**config.mk**
```make
export PLATFORM = sky130hd
export DESIGN_NAME = i2c_write_sequencer
export DESIGN_NICKNAME = d
export VERILOG_FILES = /design/src/rtl/i2c_write_sequencer.sv
export SDC_FILE = /design/constraint.sdc
export NUM_CORES = 1
export LEC_CHECK = 0
export ABC_CLOCK_PERIOD_IN_PS = 6200
export CORE_MARGIN = 5
export CORE_UTILIZATION = 40
export CTS_CLUSTER_DIAMETER = 50
export CTS_CLUSTER_SIZE = 40
export DETAILED_ROUTE_END_ITERATION = 16
export PLACE_DENSITY = 0.61
export SYNTH_ARGS = -nofsm -noshare
export SYNTH_HDL_FRONTEND = slang
export SYNTH_SLANG_ARGS = --single-unit
```
**constraint.sdc**
```tcl
create_clock -name i_CLK -period 6.2 [get_ports i_CLK]
set_clock_uncertainty 0.1 [all_clocks]
set_input_delay 1.24 -clock i_CLK [delete_from_list [all_inputs] [get_ports i_CLK]]
set_output_delay 1.24 -clock i_CLK [all_outputs]
set_load 0.01 [all_outputs]
```
**src/rtl/i2c_write_sequencer.sv**
```systemverilog
// i2c_write_sequencer
// Feeds one I2C write transaction to a byte-level I2C master. The CPU fills
// an internal FIFO with data bytes and then issues i_Go with a 7-bit target
// address. The sequencer requests a start, presents the address with
// R/nW=0, and streams one FIFO byte per data-byte ACK from the master. It
// then requests a stop and pulses o_Done once the bus is released.
//
// Ports
//   i_CLK, i_RESET        clock (rising edge) and synchronous active-high reset
//   i_ENABLE              0 freezes every register, including the FIFO
//   i_WrData, i_WrPush    FIFO push interface; pushes are accepted in any state
//   i_Address, i_Go       transaction launch; address is latched on an accepted Go
//   o_Full, o_Level       FIFO status (o_Level ranges 0..BuferSize)
//   o_Busy, o_Done        not-IDLE flag and end-of-transaction pulse
//   o_Error, o_Overflow   sticky NACK / push-while-full flags, cleared by accepted Go
//   o_Start, o_Stop       start pulse and stop request (held until i_BusIdle)
//   o_Address, o_R_NW     latched target address and direction bit (always write)
//   o_WriteData           registered FIFO head byte presented during DATA
//   i_AddrAck, i_ByteAck  master acknowledges for the address and data bytes
//   i_Nack, i_BusIdle     master NACK indication and stop-complete indication
module i2c_write_sequencer #(
  parameter int DataWidth = 8,
  parameter int BuferSize = 64
) (
  input  logic                       i_CLK,
  input  logic                       i_RESET,
  input  logic                       i_ENABLE,
  input  logic [DataWidth-1:0]       i_WrData,
  input  logic                       i_WrPush,
  input  logic [6:0]                 i_Address,
  input  logic                       i_Go,
  output logic                       o_Full,
  output logic [$clog2(BuferSize):0] o_Level,
  output logic                       o_Busy,
  output logic                       o_Done,
  output logic                       o_Error,
  output logic                       o_Overflow,
  output logic                       o_Start,
  output logic                       o_Stop,
  output logic [6:0]                 o_Address,
  output logic                       o_R_NW,
  output logic [DataWidth-1:0]       o_WriteData,
  input  logic                       i_AddrAck,
  input  logic                       i_ByteAck,
  input  logic                       i_Nack,
  input  logic                       i_BusIdle
);

  localparam int AW = $clog2(BuferSize);
  localparam int LW = AW + 1;
  localparam logic [LW-1:0] LEVEL_ZERO = {LW{1'b0}};
  localparam logic [LW-1:0] LEVEL_ONE  = LW'(1);
  localparam logic [LW-1:0] LEVEL_FULL = LW'(BuferSize);
  localparam logic [AW-1:0] PTR_ZERO   = {AW{1'b0}};
  localparam logic [AW-1:0] PTR_ONE    = AW'(1);

  typedef enum logic [2:0] {
    IDLE  = 3'd0,
    START = 3'd1,
    ADDR  = 3'd2,
    DATA  = 3'd3,
    STOP  = 3'd4
  } state_t;

  state_t               state_q, state_d;
  logic [AW-1:0]        wr_ptr_q, wr_ptr_d;
  logic [AW-1:0]        rd_ptr_q, rd_ptr_d;
  logic [LW-1:0]        level_q, level_d;
  logic                 full_q, full_d;
  logic                 busy_q, busy_d;
  logic                 done_q, done_d;
  logic                 error_q, error_d;
  logic                 overflow_q, overflow_d;
  logic                 start_q, start_d;
  logic                 stop_q, stop_d;
  logic [6:0]           address_q, address_d;
  logic [DataWidth-1:0] write_data_q, write_data_d;
  logic [DataWidth-1:0] mem_q [0:BuferSize-1];

  logic                 push_s;
  logic                 pop_s;
  logic                 flush_s;
  logic [DataWidth-1:0] head_s;

  // Next-state, FIFO bookkeeping and registered-output computation.
  always_comb begin
    state_d      = state_q;
    wr_ptr_d     = wr_ptr_q;
    rd_ptr_d     = rd_ptr_q;
    level_d      = level_q;
    full_d       = full_q;
    busy_d       = busy_q;
    done_d       = done_q;
    error_d      = error_q;
    overflow_d   = overflow_q;
    start_d      = start_q;
    stop_d       = stop_q;
    address_d    = address_q;
    write_data_d = write_data_q;
    push_s       = 1'b0;
    pop_s        = 1'b0;
    flush_s      = 1'b0;
    head_s       = write_data_q;

    if (i_ENABLE) begin
      case (state_q)
        IDLE: begin
          if (i_Go && (level_q != LEVEL_ZERO)) begin
            state_d    = START;
            address_d  = i_Address;
            error_d    = 1'b0;
            overflow_d = 1'b0;
          end else begin
            state_d = IDLE;
          end
        end
        START: begin
          state_d = ADDR;
        end
        ADDR: begin
          if (i_Nack) begin
            error_d = 1'b1;
            flush_s = 1'b1;
            state_d = STOP;
          end else if (i_AddrAck) begin
            state_d = DATA;
          end else begin
            state_d = ADDR;
          end
        end
        DATA: begin
          if (i_Nack) begin
            error_d = 1'b1;
            flush_s = 1'b1;
            state_d = STOP;
          end else if (i_ByteAck) begin
            pop_s = 1'b1;
            // A push alongside the pop is always accepted, so the FIFO only
            // drains when the last entry leaves with no replacement arriving.
            if ((level_q == LEVEL_ONE) && !i_WrPush) begin
              state_d = STOP;
            end else begin
              state_d = DATA;
            end
          end else begin
            state_d = DATA;
          end
        end
        STOP: begin
          if (i_BusIdle) begin
            state_d = IDLE;
          end else begin
            state_d = STOP;
          end
        end
        default: begin
          state_d = IDLE;
        end
      endcase

      // A pop in the same cycle frees a slot, so push-at-full is legal then.
      push_s     = i_WrPush && (!full_q || pop_s);
      overflow_d = overflow_d | (i_WrPush & ~push_s);

      wr_ptr_d = push_s ? (wr_ptr_q + PTR_ONE) : wr_ptr_q;
      rd_ptr_d = pop_s ? (rd_ptr_q + PTR_ONE) : rd_ptr_q;

      case ({push_s, pop_s})
        2'b10:   level_d = level_q + LEVEL_ONE;
        2'b01:   level_d = level_q - LEVEL_ONE;
        default: level_d = level_q;
      endcase

      // A NACK discards every queued byte, including one pushed this cycle.
      rd_ptr_d = flush_s ? wr_ptr_d : rd_ptr_d;
      level_d  = flush_s ? LEVEL_ZERO : level_d;

      // The byte being pushed this cycle becomes the head when the FIFO is
      // otherwise empty after any pop, so forward it around the memory.
      head_s = (push_s && (wr_ptr_q == rd_ptr_d)) ? i_WrData : mem_q[rd_ptr_d];

      write_data_d = (state_d == DATA) ? head_s : write_data_q;
      full_d       = (level_d == LEVEL_FULL);
      busy_d       = (state_d != IDLE);
      start_d      = (state_d == START);
      stop_d       = (state_d == STOP);
      done_d       = (state_q == STOP) && (state_d == IDLE);
    end else begin
      push_s = 1'b0;
    end
  end

  // State and output registers with synchronous reset.
  always_ff @(posedge i_CLK) begin
    if (i_RESET) begin
      state_q      <= IDLE;
      wr_ptr_q     <= PTR_ZERO;
      rd_ptr_q     <= PTR_ZERO;
      level_q      <= LEVEL_ZERO;
      full_q       <= 1'b0;
      busy_q       <= 1'b0;
      done_q       <= 1'b0;
      error_q      <= 1'b0;
      overflow_q   <= 1'b0;
      start_q      <= 1'b0;
      stop_q       <= 1'b0;
      address_q    <= 7'd0;
      write_data_q <= {DataWidth{1'b0}};
    end else begin
      state_q      <= state_d;
      wr_ptr_q     <= wr_ptr_d;
      rd_ptr_q     <= rd_ptr_d;
      level_q      <= level_d;
      full_q       <= full_d;
      busy_q       <= busy_d;
      done_q       <= done_d;
      error_q      <= error_d;
      overflow_q   <= overflow_d;
      start_q      <= start_d;
      stop_q       <= stop_d;
      address_q    <= address_d;
      write_data_q <= write_data_d;
    end
  end

  // FIFO storage; contents need no reset because the pointers define validity.
  always_ff @(posedge i_CLK) begin
    if (push_s && !i_RESET) begin
      mem_q[wr_ptr_q] <= i_WrData;
    end
  end

  assign o_Full      = full_q;
  assign o_Level     = level_q;
  assign o_Busy      = busy_q;
  assign o_Done      = done_q;
  assign o_Error     = error_q;
  assign o_Overflow  = overflow_q;
  assign o_Start     = start_q;
  assign o_Stop      = stop_q;
  assign o_Address   = address_q;
  assign o_R_NW      = 1'b0;
  assign o_WriteData = write_data_q;

endmodule
```
# Word level (Yosys, flattened, before mapping)
# Memory sizes are Yosys's and may differ from the RTL's. A register that Yosys moved wholly into a read port is not among the register bits.
# Cells that the tools add are included.
[totals] reg_bits=36 output_inout_bits=30 memories=1 ramBits=512 inputBits=24
[memory_table] memory="mem_q" depth=64 width=8 read_ports=1 rd_ports_with_merged_regs=1 wr=1 line="78" source="logic [DataWidth-1:0] mem_q [0:BuferSize-1];"
[op_classes] n_addsub=4 n_bitwise=3 mux=31 eq_ne=13 reduce_logical=18
[ops] cell="two-way mux 3 bit" n=6
[ops] cell="two-way mux 6 bit" n=3
[ops] cell="two-way mux 1 bit" n=17
[ops] cell="case mux 3 bit (5 select lines)" n=1
[ops] cell="two-way mux 7 bit" n=2
[ops] cell="case mux 7 bit (2 select lines)" n=1
[ops] cell="adder 6 x 1 -> 6 bit (second input constant)" n=2
[ops] cell="equality test 3 x 2 -> 1 bit (second input constant)" n=3
[ops] cell="adder 7 x 1 -> 7 bit (second input constant)" n=1
[ops] cell="equality test 7 x 1 -> 1 bit (second input constant)" n=1
[ops] cell="equality test 7 bit (second input constant)" n=1
[ops] cell="nonzero test 7 bit" n=1
[ops] cell="subtractor 7 x 1 -> 7 bit (second input constant)" n=1
[ops] cell="equality test 3 x 1 -> 1 bit (second input constant)" n=2
[ops] cell="equality test 3 bit (second input constant)" n=2
[ops] cell="zero test 3 bit" n=2
[ops] cell="logical AND 1 bit" n=5
[ops] cell="AND reduction 4 bit" n=1
[ops] cell="zero test 1 bit" n=3
[ops] cell="AND reduction 3 bit" n=1
[ops] cell="nonzero test 3 bit" n=1
[ops] cell="equality test 2 x 1 -> 1 bit (second input constant)" n=1
[ops] cell="equality test 2 bit (second input constant)" n=1
[ops] cell="inequality test 2 x 1 -> 1 bit (second input constant)" n=1
[ops] cell="other kinds (9)" n=9

# Depth between registers and ports, before layout
# Gate-level depths: netlist of the first run.
[depth] depth_word=11 ltp_mapped=14

# Worst setup path before layout of the first run
# No wires, ideal clock.
[synth_path] path_kind="input-to-reg" from="input port i_Nack" to="register write_data_q[0] (netlist: o_WriteData[0]) (read register of mem_q)" arrival_time_ns=3.298 setup_time_ns=0.130 path_buffers=4 setup_slack_ns=2.672 path_stages=12 path_cell_list="and3b_1 buf_4 mux2i_1 a211o_1 buf_4 buf_2 clkbuf_1 nand3_1 a32oi_1 nand3_1 a2111oi_2 a21oi_1"
[synth_via] elab_chain_cells=7 elab_cells_between_ends=17
[synth_rtl] item="start, declared" line="45" source="input logic i_Nack,"
[synth_rtl] item="branches (longest 7 deep; another with case mux 3 bit (5 select lines))"
[synth_rtl] item="end, declared" line="77" source="logic [DataWidth-1:0] write_data_q, write_data_d;"
# Several ways; the timed one is not identified. The select of a mux whose other input is x is not followed.
# A chain may end at the register's enable or synchronous reset.

# Worst setup path in the final report of the first run
[layout_path] from="input port i_Nack" to="register write_data_q[1] (netlist: o_WriteData[1]) (read register of mem_q)"
# The elaborated chain is that of the path after synthesis.

==> run_results.csv, run 1 <==
group,metric,value,unit
status,status,"finished clean",
clock_tree,postCtsSetupBuffers,0,
global_route,grtUsageTotal,19.4,%
setup_path,setup.worst_path.start,"i_Nack",
power,p_per_area,291,mW/mm2
setup_path,cpPeakStageDelay,0.81,ns
global_route,grt_pass1_vias,14700,
floorplan,rows,89,
clock_tree,insertion_delay,0.63,ns
run,drv_cap,0,
setup_path,cp.required,6.62,ns
cells_and_area,final_common_cell,"edfxtp_1",
floorplan,die_area,0.0647,mm2
detailed_routing,via_count,15100,
yosys,synthArstFlopShare,0,%
timing,finalHoldViolations,0,
cells_and_area,seqCellArea,0.0163,mm2
setup_path,r2r_cells,9,
power,p_leak,9.83,nW
clock_tree,cts.sinks,556,
floorplan,die_height,254,um
detailed_routing,vias_per_cell,5.71,
power,vdd_drop_max,226,uV
global_route,grtUsageMet2,30.1,%
setup_path,r2r_start,"state_q[1]$_SDFFE_PP0P_",
yosys,syn_area_per_cell,13.5,um2
setup_path,reg2reg_to,"o_WriteData[1]$_SDFFE_PP0P_",
timing,fmax,0.204,GHz
cells_and_area,fin_area,0.0272,mm2
clock_tree,clk_pin_slew,0.07,ns
yosys,synth_cell_types,83,
place,gp_congestion,0.885,
clock_tree,root_buffer,"clkbuf_16",
place,dp_hpwl,40100,um
setup_path,critPathBufInv,1,
timing,tns,0,ns
cells_and_area,diodes,0,
timing,rsz0062_at_grt,"no",
yosys,synth_nets,1805,
global_route,grt_max_degree,66,
detailed_routing,wl,63800,um
cells_and_area,multi_input_area,0.00689,mm2
timing,maxSlewViolCount,0,
timing,min_period,4.89,ns
detailed_routing,drtAntennaViolNets,0,
setup_path,end_kind,"register",
setup_path,path_cells,"clkdlybuf4s50_1, and3b_1, nor4_1, a221oi_2, nand2_1, nor2_1, a32oi_1, a21oi_1, o22ai_1, a221oi_1",
setup_path,crit_end,"o_WriteData[1]$_SDFFE_PP0P_",
floorplan,die_x,254,um
timing,relSlewSlack,30.3,%
global_route,use_met1,27.5,%
floorplan,initial_utilization,40.4,%
yosys,syn_area,0.0239,mm2
setup_path,crit_arrival,5.31,ns
cells_and_area,drive_gt1_share,10.4,%
setup_path,criticalPathCategory,"input port to register",
clock_tree,cts_tree,"built",
yosys,syn_inst,1773,
cells_and_area,final.fill_count,5170,
global_route,busiest_layer,"met2",
place,port_buffers,52,
cells_and_area,layout_common_cells,"edfxtp_1, nand2_1, mux2i_1, nor2_1, nand3_1",
clock_tree,cts_buffer_depth,3,
setup_path,crit_fanout,24,
timing,post-route-period-util,78.9,%
global_route,grt_pass1_wl,95400,um
timing,worst_pin_slew,1.05,ns
detailed_routing,drtPass1Iterations,5,
yosys,yosysWarningCount,0,
floorplan,core_area,0.0590,mm2
global_route,grt_antenna_before_repair,1,
clock_tree,post_cts_resized,0,
global_route,grt_overflow,0,
timing,setup-violations-final,0,
global_route,groute.layer.met3.usage,4.10,%
hold_path,hp-class,"register to register",
detailed_routing,drc,0,
cells_and_area,nets,1853,
setup_path,r2r_slack,1.93,ns
detailed_routing,wire_per_inst,24.1,um
cells_and_area,syn_to_final_growth,14.1,%
setup_path,cp-start-kind,"input port",
place,placedInstanceArea,0.0252,mm2
clock_tree,ctsHoldBuffers,0,
yosys,ys_seq_area_share,68.1,%
setup_path,critPathSlowestCell,"and3b_1",
detailed_routing,dr.first_iter.drc_count,1489,
clock_tree,ctsHtreeMaxLevel,2,
setup_path,worst-path-stages,10,
yosys,synth_seq_cells,556,
setup_path,cp_top_family,"simple AND/OR/NAND/NOR gates",
yosys,ys.flop_type,"edfxtp_1",
yosys,synth_edf_count,512,
clock_tree,cts_buffers,57,
floorplan,io_pins,54,
## logic make-up after synthesis
family | after synthesis | share of synthesized area, %
and+or+nand+nor | 625 | 11.6
DFF | 556 | 68.1
buffers and inverters | 135 | 3.12
other | 1 | 0.0157
muxes | 217 | 9.32
adders and majority gates | 8 | 0.419
xor gates and xnor gates | 16 | 0.854
AOI/OAI and AO/OA | 215 | 6.56
## per-stage QoR
step | total power, mW | instances | setup slack [ns] | util (%) | hold slack, ns
2_1_floorplan | 4.25 | 1773 | 2.67 | - | 0.386
3_3_place_gp | 4.36 | 2535 | 0.795 | 42.7 | 0.351
3_5_place_dp | 4.36 | 2535 | 0.777 | 42.7 | 0.361
4_1_cts | 7.99 | 2643 | 1.44 | 46.2 | 0.376
5_1_grt | 8.17 | 2643 | 1.10 | 46.2 | 0.399
6_report | 7.94 | 2643 | 1.31 | 46.2 | 0.378
## layer usage
metal	vias to the layer above	routed length, um
met5	-	0
met4	0	2370
met3	135	5660
met2	695	29100
met1	7492	26700
li1	6774	-
## final cells by class
type	count	share of cell area, %
flip-flops and latches	556	59.7
multi-input cells	1082	25.3
clock buffers	61	5.37
repair buffers	107	3.67
well taps	773	3.55
clock inverters	47	2.20
inverters	17	0.234
## Yosys cell counts (4+ instances only)
cell type    n  area share [%]
buf_2       49             1.0
nor3_1      25            0.52
o211a_1      6            0.25
o211ai_1    13            0.41
and3_1      23            0.60
clkbuf_1    27            0.42
or4_1        7            0.22
a211oi_1    10            0.31
buf_6       13            0.61
nor2_1     137             2.2
buf_4       21            0.66
mux2i_1    211             8.8
a211o_1      5            0.18
xnor2_1      4            0.15
a221oi_1     9            0.33
a32oi_1      9            0.33
a31oi_1      9            0.24
dfxtp_1     44             3.7
o21ai_0     29            0.61
or3_1        6            0.16
mux4_2       4            0.38
xor2_1       7            0.26
edfxtp_1   512              64
nand3_1     81             1.7
nand3b_1     6            0.19
inv_1       14            0.22
nand4b_1     4            0.15
o221ai_1     5            0.18
nand4_1     12            0.31
ha_1         8            0.42
a21oi_1     44            0.92
nor4_1       6            0.16
o22ai_1      6            0.16
buf_1        8            0.13
o21a_1       4            0.13
a311oi_1    23            0.84
a2111oi_0    4            0.15
nand2_1    294             4.6
## registers in the layout, summed over array words and instances, names as in the netlist
name         cells
o_Stop           1
o_Full           1
o_WriteData      8
o_Address        7
state_q          3
o_Error          1
o_Level          7
mem_q          512
rd_ptr_q         6
o_Overflow       1
o_Start          1
wr_ptr_q         6
o_Busy           1
o_Done           1
## how the worst min path moves through the flow
stage | depth (start not counted) | start | endpoint | slack (ns)
finish | 1 | o_Stop$_SDFFE_PP0P_ | o_Stop$_SDFFE_PP0P_ | 0.38
global route | 1 | o_Stop$_SDFFE_PP0P_ | o_Stop$_SDFFE_PP0P_ | 0.40
CTS | 1 | o_Stop$_SDFFE_PP0P_ | o_Stop$_SDFFE_PP0P_ | 0.38
detailed placement | 1 | o_Stop$_SDFFE_PP0P_ | o_Stop$_SDFFE_PP0P_ | 0.36
global placement | 1 | o_Stop$_SDFFE_PP0P_ | o_Stop$_SDFFE_PP0P_ | 0.35
floorplan | 2 | o_Done$_SDFFE_PP0P_ | o_Done$_SDFFE_PP0P_ | 0.39
## report_power, final
group | total [mW] | internal (mW) | switching [mW]
clock | 3.66 | 1.98 | 1.67
sequential | 4.10 | 4.09 | 0.00770
combinational | 0.179 | 0.0476 | 0.131
Note: power is estimated with default switching activity, not from simulation.
==> run 2: changes to the inputs <==
--- a/config.mk
+++ b/config.mk
@@ -5,13 +5,13 @@
 export SDC_FILE = /design/constraint.sdc
 export NUM_CORES = 1
 export LEC_CHECK = 0
-export ABC_CLOCK_PERIOD_IN_PS = 6200
+export ABC_CLOCK_PERIOD_IN_PS = 4300
 export CORE_MARGIN = 5
 export CORE_UTILIZATION = 40
 export CTS_CLUSTER_DIAMETER = 50
 export CTS_CLUSTER_SIZE = 40
 export DETAILED_ROUTE_END_ITERATION = 16
-export PLACE_DENSITY = 0.61
+export PLACE_DENSITY = 0.64
 export SYNTH_ARGS = -nofsm -noshare
 export SYNTH_HDL_FRONTEND = slang
 export SYNTH_SLANG_ARGS = --single-unit
==> constraint.sdc (replaced) <==
create_clock -name i_CLK -period 4.3 [get_ports i_CLK]
set_clock_uncertainty 0.1 [all_clocks]
set_input_delay 0.86 -clock i_CLK [delete_from_list [all_inputs] [get_ports i_CLK]]
set_output_delay 0.86 -clock i_CLK [all_outputs]
set_load 0.01 [all_outputs]
==> run_results.csv, run 2 (synthesis gave the netlist of run 1 again) <==
group,metric,value,unit
timing,setup-violations-final,0,
cells_and_area,fin_area,0.0279,mm2
clock_tree,cts_tree,"built",
run,drv_cap,0,
global_route,groute.layer.met3.usage,3.81,%
detailed_routing,wire_per_inst,23.2,um
power,vdd_drop_max,339,uV
cells_and_area,diodes,0,
global_route,grtUsageTotal,19.4,%
clock_tree,postCtsSetupBuffers,0,
timing,min_period,3.83,ns
hold_path,min_path_cells,2,
power,power_switching,2.37,mW
detailed_routing,drtPass1Iterations,5,
setup_path,crit_end,"o_WriteData[1]$_SDFFE_PP0P_",
setup_path,crit_arrival,4.24,ns
setup_path,r2r_cells,11,
cells_and_area,drive_gt1_share,15.2,%
hold_path,hp-class,"register to register",
floorplan,rows,89,
detailed_routing,drtAntennaViolNets,0,
setup_path,crit_fanout,10,
detailed_routing,via_count,15600,
global_route,grt_pass1_wl,95500,um
setup_path,reg2reg_to,"o_WriteData[3]$_SDFFE_PP0P_",
timing,maxSlewViolCount,0,
timing,fmax,0.261,GHz
clock_tree,root_buffer,"clkbuf_16",
global_route,grtUsageMet2,29.9,%
detailed_routing,dr.first_iter.drc_count,1588,
global_route,grt_overflow,0,
timing,finalHoldViolations,0,
setup_path,end_kind,"register",
floorplan,io_pins,54,
detailed_routing,drc,0,
hold_path,min_from,"o_Done$_SDFFE_PP0P_",
timing,post-route-period-util,89.0,%
power,switching_share,21.9,%
place,dp_hpwl,41400,um
floorplan,die_height,254,um
power,pwr-share-seq,54.5,%
power,power.internal,8.47,mW
power,p_clk_share,43.0,%
floorplan,initial_utilization,40.4,%
clock_tree,cts.sinks,556,
floorplan,core_area,0.0590,mm2
setup_path,cp.required,4.71,ns
status,status,"finished clean",
clock_tree,cts_buffers,46,
setup_path,r2r_slack,0.69,ns
place,gp_congestion,0.924,
global_route,grt_antenna_before_repair,2,
clock_tree,post_cts_resized,0,
detailed_routing,wl,63600,um
place,port_buffers,52,
setup_path,cp-start-kind,"input port",
power,p_per_area,388,mW/mm2
setup_path,setup.worst_path.start,"i_Nack",
cells_and_area,layout_common_cells,"edfxtp_1, nand2_1, mux2i_1, buf_4, nor2_1",
clock_tree,ctsHoldBuffers,0,
setup_path,criticalPathCategory,"input port to register",
cells_and_area,syn_to_final_growth,17.0,%
cells_and_area,final_common_cell,"edfxtp_1",
clock_tree,cts_buffer_depth,3,
timing,worst_pin_slew,1.03,ns
setup_path,r2r_start,"state_q[1]$_SDFFE_PP0P_",
cells_and_area,regMostFlops,"mem_q",
clock_tree,ctsHtreeMaxLevel,2,
power,p_comb_share,2.5,%
floorplan,die_area,0.0647,mm2
power,p_leak,10.3,nW
clock_tree,insertion_delay,0.61,ns
cells_and_area,fin_util,47.3,%
global_route,grt_pass1_vias,15300,
cells_and_area,nets,1967,
floorplan,die_x,254,um
global_route,grt_max_degree,57,
clock_tree,clk_pin_slew,0.09,ns
place,placedInstanceArea,0.0262,mm2
global_route,use_met1,27.6,%
global_route,busiest_layer,"met2",
detailed_routing,vias_per_cell,5.69,
cells_and_area,largest_register_ffs,512,
timing,relSlewSlack,31.7,%
timing,rsz0062_at_grt,"no",
-- run 2: cell count changes in the layout (fill, tap and decap cells not counted), moves of 2 or more --
cell	before	now
buf_4	46	163
clkbuf_16	58	49
clkinv_8	14	5
buf_12	9	17
clkinv_4	3	0
clkinv_1	4	2
clkinv_2	5	3
-- run 2: stage by stage --
step           total power, mW  hold slack (ns)  std cells  worst slack, ns  TNS, ns
6_report                  10.8            0.366       2746            0.472        0
2_1_floorplan             6.13            0.386       1773             1.15        0
5_1_grt                   11.2            0.400       2746            0.277        0
3_5_place_dp              6.30            0.355       2660          -0.0997   -0.556
4_1_cts                   10.9            0.367       2746            0.518        0
3_3_place_gp              6.29            0.353       2660          -0.0318  -0.0461
-- run 2: worst min-delay path by stage --
stage,to,slack [ns]
finish,o_Done$_SDFFE_PP0P_,0.37
global route,o_Done$_SDFFE_PP0P_,0.40
detailed placement,o_Done$_SDFFE_PP0P_,0.36
floorplan,o_Done$_SDFFE_PP0P_,0.39
global placement,o_Stop$_SDFFE_PP0P_,0.35
CTS,o_Done$_SDFFE_PP0P_,0.37
-- run 2: cell type report --
class	count	area, um2
inverters	17	63.8
clock inverters	34	474
repair buffers	232	2040
fillers	5140	31100
flip-flops and latches	556	16300
multi-input cells	1082	6890
well taps	773	967
clock buffers	52	1240
-- run 2: critical path, stage by stage --
cell             delay [ns]
clkdlybuf4s50_1        0.65
and3b_1                0.26
a31o_1                 0.32
a221oi_2               0.33
nand2_1                0.30
buf_4                  0.30
nor2_1                 0.34
buf_4                  0.20
a32oi_1                0.11
a21oi_1                0.16
o22ai_1                0.11
a221oi_1               0.30
-- run 2: metal layers --
metal  vias up  wire length [um]  part of all wire [%]
met2       686             28400                    45
met1      7822             27200                    43
li1       6974                 -                     -
met3       137              5550                   8.7
met5         -                13                 0.020
met4         2              2460                   3.9
-- run 2: power groups by stage --
stage               Clock, mW  Sequential (mW)  Combinational, mW
global placement            0             6.03              0.262
global route             4.96             5.91              0.290
CTS                      4.75             5.91              0.271
floorplan                   0             6.03              0.103
detailed placement          0             6.03              0.270
finish                   4.66             5.91              0.271
==> run 3: changes to the inputs <==
--- a/config.mk
+++ b/config.mk
@@ -11,7 +11,7 @@
 export CTS_CLUSTER_DIAMETER = 50
 export CTS_CLUSTER_SIZE = 40
 export DETAILED_ROUTE_END_ITERATION = 16
-export PLACE_DENSITY = 0.64
+export GPL_TIMING_DRIVEN = 0
 export SYNTH_ARGS = -nofsm -noshare
 export SYNTH_HDL_FRONTEND = slang
 export SYNTH_SLANG_ARGS = --single-unit
==> run_results.csv, run 3 (synthesis gave the netlist of run 1 again) <==
group,metric,value,unit
detailed_routing,vias_per_cell,5.98,
power,p_comb_share,2.5,%
detailed_routing,drtPass1Iterations,6,
floorplan,die_area,0.0647,mm2
cells_and_area,diodes,0,
setup_path,reg2reg_to,"o_WriteData[3]$_SDFFE_PP0P_",
setup_path,path_cells,"clkdlybuf4s50_1, nand3b_4, nor2_1, inv_2, a211oi_4, buf_4, buf_4, buf_6, buf_2, o21ai_0, o221ai_1, o21ai_0, o32ai_1",
clock_tree,cts_buffers,58,
timing,setup-violations-final,62,
timing,fin_ws,-0.132,ns
timing,finalHoldViolations,0,
setup_path,end_kind,"register",
detailed_routing,wire_per_inst,30.2,um
floorplan,die_height,254,um
power,power.internal,9.14,mW
power,vdd_drop_max,335,uV
place,placedInstanceArea,0.0255,mm2
setup_path,crit_arrival,4.88,ns
clock_tree,ctsHoldBuffers,0,
status,violations,"negative setup slack",
clock_tree,insertion_delay,0.63,ns
floorplan,rows,89,
timing,worst_pin_slew,1.28,ns
global_route,grt_antenna_before_repair,3,
power,p_per_area,424,mW/mm2
cells_and_area,final_cells,2717,
place,pre_cts_ws,-1.16,ns
timing,rsz0062_at_grt,"yes",
floorplan,die_x,254,um
cells_and_area,fin_area,0.0277,mm2
detailed_routing,dr.first_iter.drc_count,2058,
cells_and_area,final_common_cell,"edfxtp_1",
clock_tree,cts.sinks,556,
clock_tree,root_buffer,"clkbuf_16",
detailed_routing,via_count,16200,
clock_tree,ctsHtreeMaxLevel,2,
hold_path,min_path_cells,2,
setup_path,critPathSlowestCell,"clkdlybuf4s50_1",
place,port_buffers,51,
cells_and_area,regMostFlops,"mem_q",
clock_tree,clk_pin_slew,0.07,ns
power,power_switching,2.60,mW
hold_path,hp-class,"register to register",
global_route,grtUsageTotal,24.8,%
power,pwr-share-seq,50.3,%
place,dp_cells,2606,
setup_path,crit_fanout,10,
timing,maxSlewViolCount,0,
power,p_clk_share,47.2,%
floorplan,initial_utilization,40.4,%
setup_path,r2r_slack,0.23,ns
power,power.total,11.7,mW
clock_tree,cts_tree,"built",
cells_and_area,largest_register_ffs,512,
global_route,grt_overflow,0,
global_route,grt_max_degree,46,
timing,relSlewSlack,14.1,%
setup_path,r2r_start,"rd_ptr_q[0]$_SDFFE_PP0P_",
power,p_leak,10.1,nW
cells_and_area,fin_util,46.9,%
cells_and_area,drive_gt1_share,12.7,%
hold_path,hold_end,"o_Overflow$_SDFFE_PP0P_",
floorplan,core_area,0.0590,mm2
clock_tree,cts_buffer_depth,3,
global_route,grt_pass1_vias,15200,
power,switching_share,22.1,%
cells_and_area,layout_common_cells,"edfxtp_1, nand2_1, mux2i_1, nor2_1, nand3_1",
detailed_routing,wl,82000,um
timing,min_period,4.43,ns
global_route,grt_pass1_wl,114000,um
run,drv_cap,0,
floorplan,io_pins,54,
setup_path,cpPeakStageDelay,0.58,ns
cells_and_area,nets,1927,
place,gp_congestion,1.02,
setup_path,cp-start-kind,"input port",
setup_path,cp.required,4.74,ns
detailed_routing,drc,0,
setup_path,criticalPathCategory,"input port to register",
setup_path,r2r_cells,13,
place,dp_hpwl,54700,um
detailed_routing,drtAntennaViolNets,0,
hold_path,min_from,"o_Overflow$_SDFFE_PP0P_",
cells_and_area,syn_to_final_growth,15.9,%
status,status,"finished with violations",
timing,post-route-period-util,103,%
timing,fmax,0.226,GHz
[run 3: per-layer routing]
| metal | up-vias | share of wire (%) | track usage (%) |
|---|---|---|---|
| met5 | - | 0.041 | 0 |
| met3 | 227 | 10 | 6.27 |
| met2 | 936 | 44 | 37.7 |
| met4 | 6 | 5.5 | 11.6 |
| met1 | 8150 | 40 | 33.8 |
| li1 | 6925 | - | - |
[run 3: worst max path at each step]
stage / startpoint / end / slack, ns / cells past startpoint
2_1_floorplan: i_Nack / o_WriteData[0]$_SDFFE_PP0P_ / 1.15 / 12
3_3_place_gp: i_Nack / o_WriteData[6]$_SDFFE_PP0P_ / -1.16 / 12
3_5_place_dp: i_Nack / o_WriteData[6]$_SDFFE_PP0P_ / -1.16 / 12
4_1_cts: i_Nack / o_WriteData[3]$_SDFFE_PP0P_ / 0.01 / 11
5_1_grt: i_Nack / o_WriteData[3]$_SDFFE_PP0P_ / -0.09 / 13
6_report: i_Nack / o_WriteData[4]$_SDFFE_PP0P_ / -0.13 / 13
[run 3: critical path, delay by kind of cell]
family          cells  cell delay [ns]
compound gates      5             1.54
simple gates        2             0.51
buf+inv             6             1.92
[run 3: what timing repair did]
item	in CTS	in global routing
pin swaps	1	0
buffers inserted	3	0
setup endpoints to repair	7	28
resized for setup	11	18
[run 3: power groups by stage]
stage / registers (mW) / logic, mW / clock network [mW]
floorplan: 6.03 / 0.103 / 0
global placement: 6.04 / 0.270 / 0
detailed placement: 6.03 / 0.291 / 0
CTS: 5.91 / 0.292 / 5.58
global route: 5.90 / 0.311 / 5.80
finish: 5.91 / 0.297 / 5.54
[run 3: through the flow]
stage	hold WS (ns)	TNS (ns)
3_5_place_dp	0.358	-170.29
2_1_floorplan	0.386	0
4_1_cts	0.368	0
5_1_grt	0.402	-0.341
6_report	0.365	-1.43
3_3_place_gp	0.351	-141.88
[run 3: layout make-up]
type | instances | area [um2]
tap | 773 | 967
multi-input combinational | 1082 | 6900
fill | 5211 | 31400
buffer | 117 | 696
clock buffer | 64 | 1540
timing repair buffer | 63 | 668
inverter | 17 | 63.8
sequential | 556 | 16300
clock inverter | 45 | 569
